===== config.mk =====
export PLATFORM = sky130hd
export DESIGN_NAME = axi_wr_burst_slave
export DESIGN_NICKNAME = d
export VERILOG_FILES = /design/src/rtl/axi_wr_burst_slave.sv
export SDC_FILE = /design/constraint.sdc
export NUM_CORES = 1
export LEC_CHECK = 0
export BUFFER_PORTS_ARGS = -buffer_cell sky130_fd_sc_hd__buf_2
export CAP_MARGIN = 20
export CORE_ASPECT_RATIO = 1.75
export CORE_MARGIN = 4
export CORE_UTILIZATION = 57
export CTS_BUF_LIST = sky130_fd_sc_hd__clkbuf_4 sky130_fd_sc_hd__clkbuf_8
export CTS_CLUSTER_DIAMETER = 100
export DETAILED_ROUTE_END_ITERATION = 10
export PLACE_DENSITY = 0.92
export SKIP_CTS_REPAIR_TIMING = 1
export SLEW_MARGIN = 10
export SYNTH_ARGS = -nofsm -noshare
export SYNTH_HDL_FRONTEND = slang
export SYNTH_SLANG_ARGS = --single-unit

===== constraint.sdc =====
create_clock -name ACLK_i -period 7.5 [get_ports ACLK_i]
set_input_delay 0.75 -clock ACLK_i [delete_from_list [all_inputs] [get_ports ACLK_i]]
set_output_delay 0.75 -clock ACLK_i [all_outputs]
set_load 0.03 [all_outputs]

===== src/rtl/axi_wr_burst_slave.sv =====
// axi_wr_burst_slave: single-outstanding AXI4 write slave that streams beats into a command FIFO.
// Illegal requests drain their beats silently; WLAST mismatches are reported but never truncate the burst.
module axi_wr_burst_slave #(
    parameter int ID_W   = 4,
    parameter int ADDR_W = 12,
    parameter int DATA_W = 32,
    localparam int PL_W  = ID_W + ADDR_W + DATA_W / 8 + DATA_W + 1
) (
    input  logic                ACLK_i,
    input  logic                ARESETn_i,
    input  logic [ID_W-1:0]     AWID_i,
    input  logic [ADDR_W-1:0]   AWADDR_i,
    input  logic [7:0]          AWLEN_i,
    input  logic [2:0]          AWSIZE_i,
    input  logic [1:0]          AWBURST_i,
    input  logic                AWVALID_i,
    output logic                AWREADY_o,
    input  logic [DATA_W-1:0]   WDATA_i,
    input  logic [DATA_W/8-1:0] WSTRB_i,
    input  logic                WLAST_i,
    input  logic                WVALID_i,
    output logic                WREADY_o,
    output logic [ID_W-1:0]     BID_o,
    output logic [1:0]          BRESP_o,
    output logic                BVALID_o,
    input  logic                BREADY_i,
    output logic                fifo_wvld_o,
    input  logic                fifo_wrdy_i,
    output logic [PL_W-1:0]     fifo_wpayload_o
);
    typedef enum logic [1:0] {IDLE, DATA, RESP} state_t;
    localparam logic [2:0] SZ_MAX = 3'($clog2(DATA_W / 8));
    localparam logic [ADDR_W-1:0] ONE = 1;
    state_t state_q, state_d;
    logic rst_done_q, aw_err_q, wl_err_q;
    logic [ID_W-1:0] id_q;
    logic [7:0] len_q, beat_cnt_q;
    logic [2:0] size_q;
    logic [1:0] burst_q;
    logic [ADDR_W-1:0] cur_addr_q, next_addr, nb, t, aw_nb;
    logic aw_hs, acc, last_beat, aw_err;
    assign aw_hs     = AWVALID_i & AWREADY_o;
    assign acc       = WVALID_i & WREADY_o;
    assign last_beat = beat_cnt_q == len_q;
    assign nb        = ONE << size_q;
    assign t         = nb * (ADDR_W'(len_q) + ONE);
    assign next_addr = (burst_q == 2'b00) ? cur_addr_q :
                       (burst_q == 2'b10) ? ((cur_addr_q & ~(t - ONE)) | ((cur_addr_q + nb) & (t - ONE))) :
                       (cur_addr_q & ~(nb - ONE)) + nb;
    assign aw_nb     = ONE << AWSIZE_i;
    assign aw_err    = (AWSIZE_i > SZ_MAX) | (AWBURST_i == 2'b11) |
                       ((AWBURST_i == 2'b10) & !(AWLEN_i inside {8'd1, 8'd3, 8'd7, 8'd15})) |
                       ((AWBURST_i == 2'b10) & (|(AWADDR_i & (aw_nb - ONE))));
    always_ff @(posedge ACLK_i or negedge ARESETn_i) begin
        if (!ARESETn_i) begin
            state_q    <= IDLE;
            rst_done_q <= 1'b0;
            id_q       <= '0;
            len_q      <= '0;
            size_q     <= '0;
            burst_q    <= '0;
            cur_addr_q <= '0;
            beat_cnt_q <= '0;
            aw_err_q   <= 1'b0;
            wl_err_q   <= 1'b0;
        end else begin
            state_q    <= state_d;
            rst_done_q <= 1'b1;
            if (aw_hs) begin
                id_q       <= AWID_i;
                len_q      <= AWLEN_i;
                size_q     <= AWSIZE_i;
                burst_q    <= AWBURST_i;
                cur_addr_q <= AWADDR_i;
                beat_cnt_q <= '0;
                aw_err_q   <= aw_err;
                wl_err_q   <= 1'b0;
            end
            if (acc) begin
                beat_cnt_q <= beat_cnt_q + 8'd1;
                cur_addr_q <= next_addr;
                if (WLAST_i != last_beat) wl_err_q <= 1'b1;
            end
            if (BVALID_o && BREADY_i) begin
                aw_err_q <= 1'b0;
                wl_err_q <= 1'b0;
            end
        end
    end
    always_comb begin
        state_d = (state_q == IDLE && aw_hs)            ? DATA :
                  (state_q == DATA && acc && last_beat) ? RESP :
                  (state_q == RESP && BREADY_i)         ? IDLE : state_q;
    end
    always_comb begin
        AWREADY_o       = (state_q == IDLE) & rst_done_q;
        WREADY_o        = (state_q == DATA) & (aw_err_q | fifo_wrdy_i);
        fifo_wvld_o     = (state_q == DATA) & ~aw_err_q & WVALID_i;
        BVALID_o        = state_q == RESP;
        BID_o           = (state_q == RESP) ? id_q : '0;
        BRESP_o         = ((state_q == RESP) && (aw_err_q || wl_err_q)) ? 2'b10 : 2'b00;
        fifo_wpayload_o = {id_q, cur_addr_q, WSTRB_i, WDATA_i, last_beat};
    end
endmodule


=== Word-level counts from Yosys, hierarchy flattened ===
Index checks and enable logic that the tools add are counted.
W data, S select, Z words.

* Memories kept: 0
* Flip-flop bits (word level): 42
* Memory bits (read-only): 0
* Logic and storage cells: 85
* Bits in latches: 0
* Memory bits (writable): 0

* Bitwise gates (word level): 20
* Equal/unequal tests: 12
* Shifts and indexed selects: 2
* Mux-type cells: 17
* Add/subtract/negate cells: 7
* Div/mod/pow operators: 0
* Order comparisons: 1
* $mul: 1
* Reductions and logical operators: 15

{| class="wikitable"
|+ Operators by type and width
! kind !! count
|-
| $and A12 B12 Y12 || 4
|-
| $mux W12 || 4
|-
| $sub A12 B1 Y12 const B || 3
|-
| $add A12 B12 Y12 || 2
|-
| $not A12 Y12 || 2
|-
| $shl A1 B3 Y12 const A || 2
|-
| $mux W8 || 2
|-
| $mul A12 B9 Y12 || 1
|-
| $or A12 B12 Y12 || 1
|-
| $reduce_or A12 Y1 || 1
|-
| $add A8 B1 Y9 const B || 1
|-
| $add A8 B1 Y8 const B || 1
|-
| $and A1 B1 Y1 || 8
|-
| $eq A2 B2 Y1 const B || 4
|-
| $eq A8 B1 Y1 const B || 1
|-
| $eq A8 B2 Y1 const B || 1
|-
| $eq A8 B3 Y1 const B || 1
|-
| $eq A8 B4 Y1 const B || 1
|-
| $eq A8 B8 Y1 || 1
|-
| $mux W2 || 4
|-
| $mux W1 || 6
|-
| $logic_and A1 B1 Y1 || 5
|-
| $logic_not A2 Y1 || 2
|-
| $mux W4 || 1
|-
| other kinds (12) || 16
|}

=== Logic depth before layout (Yosys ltp) ===
Gate-level depths: netlist (run 1).

* Depth in word-level cells: 9
* Gate-level depth with buffers: 25
* Mapped depth without buffers: 24

=== Least setup slack after synthesis (run 1) ===
OpenSTA, ideal clock, no wires.

* Path kind: reg-to-reg
* Start point: register size_q[2]
* End point: register with a tool-made name
* Required time: 7.422 ns
* Cell stages (with the launch flop): 25
* Setup time: 0.078 ns
* Path buffers: 2
* Arrival time: 5.891 ns
* Path slack: 1.531 ns
* Path through: dfrtp_1 -> clkbuf_1 -> nor3b_1 -> clkbuf_1 -> nand2_1 -> fa_1 -> inv_1 -> fa_1 -> inv_1 -> fa_1 -> inv_1 -> fa_1 -> inv_1 -> fa_1 -> inv_1 -> ha_1 -> nand3_1 -> a21oi_1 -> nor3_1 -> o31ai_1 -> nand3_1 -> a21o_1 -> a211o_1 -> o2bb2ai_1 -> o21bai_1

{| class="wikitable"
|+ RTL lines
! item !! line !! source
|-
| start, declared || 38 || <nowiki>logic [2:0] size_q;</nowiki>
|-
| start signal, assigned || 72 || <nowiki>size_q <= AWSIZE_i;</nowiki>
|}

==> results of run 1 <==
critical path, cell delays in order (launching register included):
cell       delay (ns)
dfrtp_1          0.80
nand2_1          0.21
nor2_1           0.54
nand2_1          0.14
fa_1             0.51
inv_1            0.05
fa_1             0.50
inv_1            0.05
fa_1             0.47
inv_1            0.05
fa_1             0.53
inv_1            0.06
fa_1             0.53
inv_1            0.04
ha_1             0.35
nand3_1          0.11
a21oi_1          0.20
nor3_1           0.11
o31ai_1          0.46
nand3_1          0.16
a21o_1           0.21
a211o_1          0.31
o2bb2ai_1        0.12
o21bai_1         0.13
logic make-up (layout without fill, tap and decap cells):
kind of cell	after synthesis	count (layout)	share of synthesized area
and+or+nand+nor	276	276	0.228
AOI/OAI and AO/OA	141	141	0.155
buffers and inverters	139	147	0.120
adders and majority gates	81	81	0.229
xor gates and xnor gates	45	45	0.0739
DFF	42	42	0.184
muxes	5	5	0.00878
other	2	2	0.00132
metal layers:
metal	up-vias	wire length, um
met5	-	0
met4	0	1340
met1	2476	5390
met2	286	8100
li1	2402	-
met3	94	1020
final cells by class:
type	count	area, um2
clock buffer	5	68.8
clock inverter	3	68.8
fill	877	3920
inverter	73	274
multi-input combinational	550	3970
sequential	42	1050
tap	125	156
timing repair buffer	66	343
per-stage QoR:
stage          cell area, um2  utilization  setup WS (ns)  std cells
2_1_floorplan            5700            -           1.53        731
3_3_place_gp             5790        0.588          0.948        856
3_5_place_dp             5790        0.588          0.871        856
4_1_cts                  5930        0.602          0.835        864
5_1_grt                  5930        0.602          0.410        864
6_report                 5930        0.602          0.772        864
synthesized netlist by cell type (4+ instances only):
cell type / count
o21ai_0: 39
and2_1: 10
a31oi_1: 7
a211oi_1: 4
a21o_1: 8
xor2_1: 14
nor3_1: 12
o21bai_1: 5
xnor2_1: 29
nand4_1: 4
nand3_1: 20
or2_2: 4
mux2i_1: 5
nand2b_1: 10
a22oi_1: 4
a22o_1: 6
a21oi_1: 41
nor2b_1: 8
dfrtp_1: 42
buf_4: 41
nor2_1: 52
nand2_1: 128
ha_1: 42
fa_1: 39
nor3b_1: 7
inv_1: 72
clkbuf_1: 22
worst paths after layout:
check                       endpoint  slack [ns]  cells after the start
max in group asynchronous   len_q[7]        6.32                      1
min in group asynchronous  async pin        0.56                      1
min                          id_q[2]        0.50                      2
min reg2reg                  id_q[2]        0.50                      2
max                        flip-flop        0.77                     23
max reg2reg                flip-flop        0.77                     23
==> summary.md, run 1 <==
| Metric | Value |
|---|---|
| Global-route wire length before repair | `25.8 mm` |
| Routability cong. | `1.01` |
| 1st-iter DRT viols | `342` |
| Met1 Usage GRT | `0.283` |
| Path type of the worst min-delay path | `reg -> reg` |
| Fraction of final layout cells with drive strength greater than 1 | `0.115` |
| Setup CP Type | `reg -> reg` |
| Core ar. | `0.00985 mm2` |
| Worst-skew pair later-pin latency | `0.32 ns` |
| Vias in the first global route | `5,438` |
| Status | `complete, no violations` |
| Port Buf Inserts | `61` |
| Number of synthesized register bits | `42` |
| DR WL/cell | `18.3 um` |
| ANT nets after route | `0` |
| Mapped Cells | `731` |
| Max_slew headroom | `0.357` |
| # Max-Cap Violations | `0` |
| Vias post-DR | `5,258` |
| Syn Nets | `884` |
| Synth area leaders | `dfrtp_1 18%, fa_1 14%, ha_1 9.2%, nand2_1 8.4%, buf_4 5.4%` |
| Gr usage total | `0.274` |
| Synthesized cell area | `0.00570 mm2` |
| Met3 usage | `0.0288` |
| Max Freq | `149 MHz` |
| Die area | `0.0117 mm2` |
| # IOs | `135` |
| Final worst-path cycle share | `0.897` |
| ANT cells | `0` |
| Post-synth top area share | `0.184` |
| Clock root buffer master | `clkbuf_8` |
| Initial Utilization | `0.579` |
| Post-synth EDFFs | `0` |
| GRT Residual Overflow | `0` |
| Rows | `48` |
| Remaining DRCs | `0` |
| DP HPWL | `12.7 mm` |
| Grt met2 use | `0.496` |
| Critical Path AT | `6.97 ns` |
| Post-synthesis sequential area ratio | `0.184` |
| Unique masters post-synth | `64` |
| Total wire length | `15.8 mm` |
| Max-slew violations | `0` |
| CP required | `7.75 ns` |
| Synth async-reset ratio | `1.00` |
| Biggest area consumer among synthesized cells | `dfrtp_1` |
| Synth Flop Type | `dfrtp_1` |
| Largest net degree at the start of global routing | `43` |
| Final Critical Period | `6.73 ns` |
| Final Hold Slack | `0.504 ns` |
| Crit path from | `size_q[2]` |
| Most common cell after layout, fill and taps aside | `nand2_1` |
| Vias/cell | `6.09` |
| Final Hold Viols | `0` |
| Die height | `140 um` |
| Initial antenna violation count | `0` |
| Final setup viols | `0` |
| Final #Nets | `891` |
| Hold_sp | `id_q[2]` |
| RR Startpoint | `size_q[2]` |
| Reg clk slew, reported paths | `0.09 ns` |
| Crit-path max FO | `23` |
| Critical path launch point type | `flip-flop` |
| DR pass1 iterations | `5` |
| Total CTS buffers | `5` |
| RSZ-0062 raised after global routing | `no` |
| Slew @ Worst Pin | `0.964 ns` |
| Most frequent cells in the layout | `128 x nand2_1, 72 x inv_1, 61 x buf_2, 52 x nor2_1` |
| Worst Skew | `0.0108 ns` |
| Avg Inst Size Synth | `7.80 um2` |
| Total Neg Setup Slack | `0 ns` |
| CTS tree | `done` |
| Busiest grt layer | `met2` |
| P&R area growth vs syn | `3.99%` |
| Htree depth | `2` |
| Crit end category | `flip-flop` |
| Die Wd | `83.6 um` |
| Clock sinks | `42` |
| Syn. warnings | `0` |
| Max Root-Sink Buffers | `2` |
Power of run 1 is left out: the tool's default activity adds up to more than one toggle a clock period on the data nets, which glitch-free logic cannot reach.
==> run 2: changes to the inputs <==
PLACE_DENSITY = 0.87   (was 0.92)
==> summary.md, run 2 (synthesis results as in run 1) <==
| Metric | Value |
|---|---|
| Status | `complete, no violations` |
| Critical Path AT | `6.96 ns` |
| Initial antenna violation count | `0` |
| Max Freq | `148 MHz` |
| ANT nets after route | `0` |
| Worst-skew pair later-pin latency | `0.31 ns` |
| Die area | `0.0117 mm2` |
| Max Root-Sink Buffers | `2` |
| Remaining DRCs | `0` |
| Die height | `140 um` |
| Final worst-path setup slack | `0.760 ns` |
| Total Neg Setup Slack | `0 ns` |
| 1st-iter DRT viols | `275` |
| Total CTS buffers | `5` |
| DR pass1 iterations | `5` |
| CTS tree | `done` |
| Routability cong. | `0.994` |
| Htree depth | `2` |
| Final Hold Slack | `0.511 ns` |
| Met3 WL post-DR | `987 um` |
| Total wire length | `16.4 mm` |
| Vias post-DR | `5,221` |
| Reg2reg setup slack | `0.76 ns` |
| Highest metal used | `met4` |
| DR WL/cell | `19.0 um` |
| Worst Skew | `0.0128 ns` |
| Final Hold Viols | `0` |
| Crit-path max FO | `18` |
| Clock sinks | `42` |
| Final worst-path cycle share | `0.899` |
| Vias/cell | `6.05` |
| Crit end category | `flip-flop` |
| Most common cell after layout, fill and taps aside | `nand2_1` |
| Dpl ws | `0.826 ns` |
| Met1 Routed Length | `5.75 mm` |
| RSZ-0062 raised after global routing | `no` |
| GRT Residual Overflow | `0` |
| Slew @ Worst Pin | `0.986 ns` |
| ANT cells | `0` |
| Metal2 WL | `8.65 mm` |
| Setup CP Type | `reg -> reg` |
| P&R area growth vs syn | `3.86%` |
| Most frequent cells in the layout | `128 x nand2_1, 72 x inv_1, 61 x buf_2, 52 x nor2_1` |
| Rows | `48` |
| Initial Utilization | `0.579` |
| Gr usage total | `0.286` |
| # IOs | `135` |
| Reg clk slew, reported paths | `0.09 ns` |
| Final Critical Period | `6.74 ns` |
| Path type of the worst min-delay path | `reg -> reg` |
| Max-slew violations | `0` |
| Final setup viols | `0` |
| Port Buf Inserts | `61` |
| Max_slew headroom | `0.342` |
| Final #Nets | `890` |
| Global-route wire length before repair | `26.8 mm` |
| CP required | `7.72 ns` |
| # Max-Cap Violations | `0` |
| Critical path launch point type | `flip-flop` |
| Largest net degree at the start of global routing | `43` |
| Fraction of final layout cells with drive strength greater than 1 | `0.114` |
| Vias in the first global route | `5,382` |
| Core ar. | `0.00985 mm2` |
| DP HPWL | `13.4 mm` |
| Die Wd | `83.6 um` |
| Clock root buffer master | `clkbuf_8` |
## run 2: routing by layer
layer,track usage,vias up
met1,0.306,2492
met3,0.0359,68
met4,0.170,0
li1,-,2399
met2,0.529,262
met5,0,-
## run 2: area by class of cell
| class | count | area, um2 |
|---|---|---|
| timing repair buffer | 65 | 335 |
| clock inverter | 3 | 68.8 |
| inverter | 73 | 274 |
| multi-input combinational | 550 | 3970 |
| tap | 125 | 156 |
| clock buffer | 5 | 68.8 |
| sequential | 42 | 1050 |
| fill | 908 | 3930 |
## run 2: metrics by stage
step | instance area, um2 | util | instances
CTS | 5920 | 0.601 | 863
global route | 5920 | 0.601 | 863
detailed placement | 5790 | 0.587 | 855
finish | 5920 | 0.601 | 863
floorplan | 5700 | - | 731
global placement | 5790 | 0.587 | 855
## run 2: worst max-delay path, stage by stage (launching register included)
cell and delay (ns):
dfrtp_1 0.73, inv_1 0.28, nor3_1 0.81, nand2_1 0.19, fa_1 0.43, inv_1 0.09, fa_1 0.40, fa_1 0.48
fa_1 0.55, inv_1 0.06, fa_1 0.56, inv_1 0.05, ha_1 0.22, or3_1 0.38, nor3_1 0.20, nor2_1 0.10
xor2_1 0.27, nor3b_1 0.25, a21oi_1 0.06, o311a_1 0.32, o31ai_1 0.22
## run 2: path summary, 6_finish.rpt
check                                from            end  depth (start not counted)
worst min register to register    id_q[1]        id_q[1]                          2
worst min-delay path              id_q[1]        id_q[1]                          2
max in group asynchronous       ARESETn_i  beat_cnt_q[7]                          1
min in group asynchronous       ARESETn_i      async pin                          1
worst max-delay path            size_q[0]      flip-flop                         20
worst max register to register  size_q[0]      flip-flop                         20
Power of run 2 is left out for the same reason.
